`config.mk`:
```
export PLATFORM = sky130hd
export DESIGN_NAME = ob_drain_streamer
export DESIGN_NICKNAME = d
export VERILOG_FILES = /design/src/rtl/tpu_pkg.sv /design/src/rtl/ob_row_pingpong.sv /design/src/rtl/ob_drain_streamer.sv
export SDC_FILE = /design/constraint.sdc
export NUM_CORES = 2
export LEC_CHECK = 0
export ABC_AREA = 1
export CAP_MARGIN = 25
export CELL_PAD_IN_SITES_DETAIL_PLACEMENT = 1
export CELL_PAD_IN_SITES_GLOBAL_PLACEMENT = 1
export CORE_ASPECT_RATIO = 1.25
export CORE_MARGIN = 8
export CORE_UTILIZATION = 46
export CTS_CLUSTER_SIZE = 30
export DETAILED_ROUTE_END_ITERATION = 16
export GPL_TIMING_DRIVEN = 1
export MAX_ROUTING_LAYER = met4
export PLACE_DENSITY = 0.88
export SKIP_CTS_REPAIR_TIMING = 1
export SKIP_LAST_GASP = 1
export SLEW_MARGIN = 20
export SYNTH_ARGS = -nofsm -noshare
export SYNTH_HDL_FRONTEND = slang
export SYNTH_SLANG_ARGS = --single-unit
```
`constraint.sdc`:
```
create_clock -name clk -period 37.3 [get_ports clk]
set_input_delay 7.46 -clock clk [delete_from_list [all_inputs] [get_ports clk]]
set_output_delay 7.46 -clock clk [all_outputs]
set_load 0.01 [all_outputs]
```
`src/rtl/tpu_pkg.sv`:
```
// Shared TPU datapath constants and output-buffer drain FSM states.
package tpu_pkg;

  localparam int TPU_LANES     = 16;
  localparam int TPU_ACC_W     = 32;
  localparam int OB_ADDR_W     = 10;
  localparam int OB_BEAT_LANES = 4;
  localparam int OB_BEATS      = TPU_LANES / OB_BEAT_LANES;

  typedef enum logic [1:0] {
    IDLE = 2'd0,
    RUN  = 2'd1,
    DONE = 2'd2
  } drain_state_e;

endpackage

```
`src/rtl/ob_row_pingpong.sv`:
```
// Two-entry row store; serializes the head row into BEAT-lane beats.
module ob_row_pingpong #(
  parameter int W  = 16,
  parameter int DW = 32,
  parameter int BL = 4
) (
  input  logic             clk,
  input  logic             rst,
  input  logic             wr_en,
  input  logic [W*DW-1:0]  wr_row,
  input  logic             rd_adv,
  output logic [BL*DW-1:0] beat_data,
  output logic             beat_last,
  output logic [1:0]       count,
  output logic             empty
);

  localparam int NB = W / BL;
  localparam int BW = (NB > 1) ? $clog2(NB) : 1;

  logic [W*DW-1:0]  row_q [2];
  logic [BL*DW-1:0] beats [NB];
  logic             wr_ptr;
  logic             rd_ptr;
  logic [BW-1:0]    beat;
  logic             free;

  assign beat_last = beat == BW'(NB - 1);
  assign free      = rd_adv && beat_last;
  assign empty     = count == 2'd0;

  for (genvar b = 0; b < NB; b++) begin : g_beat
    assign beats[b] = row_q[rd_ptr][b*BL*DW +: BL*DW];
  end

  assign beat_data = beats[beat];

  // Writer never targets the read slot while it is still draining.
  always_ff @(posedge clk) begin
    if (rst) begin
      row_q[0] <= '0;
      row_q[1] <= '0;
      wr_ptr   <= 1'b0;
      rd_ptr   <= 1'b0;
      beat     <= '0;
      count    <= 2'd0;
    end else begin
      if (wr_en) begin
        row_q[wr_ptr] <= wr_row;
        wr_ptr        <= ~wr_ptr;
      end
      if (rd_adv) begin
        beat <= beat_last ? '0 : beat + BW'(1);
        if (beat_last) rd_ptr <= ~rd_ptr;
      end
      count <= count + {1'b0, wr_en} - {1'b0, free};
    end
  end

endmodule

```
`src/rtl/ob_drain_streamer.sv`:
```
// Drains output-buffer rows into a valid/ready beat stream.
// OB_DRAIN_PERF_EN adds the stall_cycles counter port.
module ob_drain_streamer
  import tpu_pkg::*;
#(
  parameter int SYSTOLIC_ARRAY_WIDTH = TPU_LANES,
  parameter int DATA_WIDTH_ACCUM     = TPU_ACC_W,
  parameter int ADDR_WIDTH           = OB_ADDR_W,
  parameter int BEAT_LANES           = OB_BEAT_LANES
) (
  input  logic clk,
  input  logic rst,
  input  logic start,
  input  logic [ADDR_WIDTH-1:0] base_addr,
  input  logic [ADDR_WIDTH:0]   num_rows,
  output logic busy,
  output logic done,
  output logic [ADDR_WIDTH-1:0] ob_rd_addr,
  output logic ob_rd_en,
  input  logic [SYSTOLIC_ARRAY_WIDTH*DATA_WIDTH_ACCUM-1:0] ob_rd_data,
  output logic [BEAT_LANES*DATA_WIDTH_ACCUM-1:0] m_tdata,
  output logic m_tvalid,
  input  logic m_tready,
  output logic m_tlast
`ifdef OB_DRAIN_PERF_EN
  ,
  output logic [31:0] stall_cycles
`endif
);

  localparam int AW = ADDR_WIDTH;
  localparam logic [AW:0] ROW_ONE = 1;

  drain_state_e  state;
  logic [AW-1:0] base_q;
  logic [AW:0]   num_q;
  logic [AW:0]   issued;
  logic [AW:0]   sent;
  logic          cap_en;
  logic          hs;
  logic          row_done;
  logic          last_row;
  logic          issue_ok;
  logic          pp_empty;
  logic          pp_last;
  logic [1:0]    pp_count;
  logic [2:0]    occ;

  ob_row_pingpong #(
    .W  (SYSTOLIC_ARRAY_WIDTH),
    .DW (DATA_WIDTH_ACCUM),
    .BL (BEAT_LANES)
  ) u_pp (
    .clk       (clk),
    .rst       (rst),
    .wr_en     (cap_en),
    .wr_row    (ob_rd_data),
    .rd_adv    (hs),
    .beat_data (m_tdata),
    .beat_last (pp_last),
    .count     (pp_count),
    .empty     (pp_empty)
  );

  assign m_tvalid = !pp_empty;
  assign hs       = m_tvalid && m_tready;
  assign row_done = hs && pp_last;
  assign last_row = sent == num_q - ROW_ONE;
  assign m_tlast  = m_tvalid && pp_last && last_row;

  // Slots held after this edge: stored rows, capture pending, read in flight.
  assign occ = {1'b0, pp_count}
             + {2'b00, cap_en}
             + {2'b00, ob_rd_en}
             - {2'b00, row_done};

  assign issue_ok = (state == RUN)
                 && (issued < num_q)
                 && (occ < 3'd2);

  always_ff @(posedge clk) begin
    if (rst) begin
      state      <= IDLE;
      busy       <= 1'b0;
      done       <= 1'b0;
      ob_rd_en   <= 1'b0;
      ob_rd_addr <= '0;
      cap_en     <= 1'b0;
      base_q     <= '0;
      num_q      <= '0;
      issued     <= '0;
      sent       <= '0;
    end else begin
      done     <= 1'b0;
      ob_rd_en <= 1'b0;
      cap_en   <= ob_rd_en;
      unique case (state)
        IDLE: begin
          if (start) begin
            base_q <= base_addr;
            num_q  <= num_rows;
            issued <= '0;
            sent   <= '0;
            if (num_rows == '0) begin
              state <= DONE;
              done  <= 1'b1;
            end else begin
              state <= RUN;
              busy  <= 1'b1;
            end
          end
        end
        RUN: begin
          if (issue_ok) begin
            ob_rd_en   <= 1'b1;
            ob_rd_addr <= base_q + issued[AW-1:0];
            issued     <= issued + ROW_ONE;
          end
          if (row_done) begin
            sent <= sent + ROW_ONE;
            if (last_row) begin
              state <= DONE;
              busy  <= 1'b0;
              done  <= 1'b1;
            end
          end
        end
        DONE:    state <= IDLE;
        default: state <= IDLE;
      endcase
    end
  end

`ifdef OB_DRAIN_PERF_EN
  always_ff @(posedge clk) begin
    if (rst || (state == IDLE && start)) begin
      stall_cycles <= '0;
    end else if (m_tvalid && !m_tready && stall_cycles != '1) begin
      stall_cycles <= stall_cycles + 32'd1;
    end
  end
`endif

endmodule

```
==> run summary <==
Fin nets -> 6163
Syn_nets -> 5653
I/O pin count -> 680
Final Cycle Share -> 35.5%
Final Setup Violations -> 0
Pwr Total -> 2.78 mW
Die Height -> 383 µm
Worst-path clk slew -> 0.06 ns
Antenna viol nets, final -> 0
Main combinational cell family by area after synthesis -> simple AND/OR/NAND/NOR gates
CP Capture Type -> flop
FMAX -> 75.4 MHz
Fin. max-slew vios -> 0
Slew HR -> 18.3%
Clock latency on the worst-skew pair -> 0.70 ns
Final TNS setup -> 0 ns
Placed cell count -> 6912
WL per Instance -> 25.4 µm
# H-tree levels -> 3
Initial DRC count -> 3999
PortBufs -> 679
Setup WS post-layout -> 24.04 ns
GR Util met3 -> 4.82%
Num CTS Buffers -> 107
CP Class -> in2reg
RR Endpoint -> u_pp.row_q[1][444]
Final GP Congestion -> 0.867
Hold Path Sink -> cap_en
XOR/XNOR Fraction of Synth Area -> 0.371%
Worst Hold Depth -> 2
DR pass1 iterations -> 8
Cell Area, Synth -> 0.0495 mm²
Leading cell types in the layout, fill and taps excluded -> nor2_1, edfxtp_1, clkdlybuf4s50_1
Num Clock Sinks -> 1090
Final HPWL from detailed placement -> 111000 µm
Multi-input gate area -> 0.0138 mm²
Chip Width -> 309 µm
Seq/Total Area, Yosys -> 64.8%
Routed via count -> 40800
RSZ-0062 raised after global routing -> no
Std cell rows -> 134
Layer with the highest usage -> met2
Worst r2r src -> cap_en
Crit-path max FO -> 67
Skew final -> 0.0182 ns
P&R area growth vs syn -> 22.3%
Worst hold path type -> reg2reg
Mux cell area share after synthesis -> 0%
Fin cells -> 7123
Worst Reg-to-Reg Cells -> 9
Flops & latches, synth -> 1090
Worst Hold Launch -> ob_rd_en
Simple-Gate Fraction of Synth Area -> 17.0%
Largest net degree at the start of global routing -> 225
GR Layer Usage met2 -> 49.7%
Synth unique cells -> 49
Most common cell after layout, fill and taps aside -> nor2_1
CTS root buffer -> clkbuf_16
Clock Path Buffers -> 3
Pwr dens -> 45.9 mW/mm²
Layout cells sized above 1 -> 4.14%
Crit path launch -> rst
Met1 Usage GRT -> 33.1%
Starting Density -> 46.4%
Required time worst endpoint -> 37.61 ns
Maximum VDD drop -> 0.0327 mV
Synth Area in Compound Gates -> 9.63%
CTS tree -> built
Run status -> completed
Max Cap Viol -> 0
Total congestion overflow -> 0
Syn Area/Cell -> 9.73 µm²
Core footprint -> 0.107 mm²
R2r setup slk -> 31.94 ns
Initial antenna violation count -> 13
Seq. cell area -> 0.0321 mm²
Vias/cell -> 5.73
Worst Max-Slew Pin Slew -> 1.23 ns
Final WL -> 181000 µm
Place WS -> 23.17 ns
Vias in the first global route -> 44000
P_leak -> 24.8 nW
Minimum clock period -> 13.26 ns
Fillcell total -> 11700
Total GRT Usage -> 29.5%
Mapped Cells -> 5087
CP startpoint kind -> input port
YS warnings -> 0
Critical Path AT -> 13.57 ns
First-pass GRT wire length -> 262000 µm
# DRC -> 0
Die area -> 0.118 mm²
Hold Vio Cnt, Final -> 0
Post-Synth Adder-Cell Area -> 0.763%
cells in the mapped netlist (all sizes together):
library cell     n  area [µm²]
nand4            9        56.3
o211ai           1        7.51
xnor2            6        52.6
clkinv           3        11.3
buf            193        1050
nand3           34         205
inv            574        2160
nor3b            1        7.51
xor2            15         131
nor4             5        37.5
o22ai          128         801
ha              27         338
o21bai           1        7.51
o211a            1        10.0
nand2           94         412
nand3b           3        22.5
a31oi          129         807
a211oi           1        7.51
edfxtp        1024       30700
o311ai           1        8.76
dfxtp           66        1320
or2              1        6.26
a21oi           56         284
nor2          2003        7560
and2             1        8.76
fa               2        40.0
a21o             2        15.0
clkbuf         129         484
o21ai          564        2820
nor3            12        86.3
and3             1        6.26
sequential cells by signal, summed over array words and instances, names as in the netlist, named ones only:
name	count
u_pp.wr_ptr	1
state	2
busy	1
cap_en	1
u_pp.beat	2
ob_rd_addr	10
num_q	11
base_q	10
sent	11
issued	11
ob_rd_en	1
u_pp.rd_ptr	1
done	1
u_pp.row_q	1024
u_pp.count	2
critical path: stages:
cell	delay, ns
clkdlybuf4s50_1	0.85
clkinv_1	0.14
buf_4	0.43
nand3_4	0.40
nand2_4	0.66
buf_4	0.67
buf_16	0.31
buf_4	0.54
buf_16	0.32
buf_4	0.39
buf_16	0.33
buf_4	0.83
cell families (layout without fill, tap and decap cells):
family	Yosys count	after routing
AO/OA/AOI/OAI	884	884
XOR/XNOR	21	21
adder cells (fa/ha/maj)	29	29
buffers and inverters	899	1489
flip-flops	1090	1090
other	0	18
AND/OR/NAND/NOR	2164	2164
cell type report:
type / count / area share (%)
diodes: 18 / 0.0744
clock buffers: 142 / 4.73
clock inverters: 47 / 0.733
inverters: 577 / 3.63
multi-input cells: 3098 / 22.8
flip-flops and latches: 1090 / 53.0
well taps: 1428 / 2.95
repair buffers: 723 / 12.2
per-layer routing:
layer	part of all wire (%)	wire, µm	vias up
li1	-	-	17800
met1	36	64800	20500
met2	50	91200	2003
met3	7.0	12700	550
met4	6.7	12000	0
met5	0	0	-
report_power, final:
group / switching, mW / internal, mW / total, mW
clock: 0.484 / 0.586 / 1.07
sequential: 0.0227 / 1.39 / 1.42
combinational: 0.174 / 0.120 / 0.294
metrics by stage:
step / util (%) / hold WS [ns] / cell area (µm²)
finish: 56.7 / 0.485 / 60600
global route: 56.7 / 0.507 / 60500
CTS: 56.6 / 0.476 / 60400
detailed placement: 53.5 / 0.465 / 57100
global placement: 53.4 / 0.458 / 57000
floorplan: - / 0.448 / 49500
worst max path at each step:
stage | endpoint | slack [ns] | depth (start not counted)
floorplan | u_pp.row_q[0][0] | 17.06 | 6
global placement | u_pp.row_q[1][316] | 23.00 | 9
detailed placement | u_pp.row_q[1][316] | 23.17 | 11
CTS | u_pp.row_q[1][444] | 23.88 | 11
global route | u_pp.row_q[1][316] | 23.75 | 12
finish | u_pp.row_q[1][444] | 24.04 | 12
No activity file was read; power rests on OpenSTA's default activity.
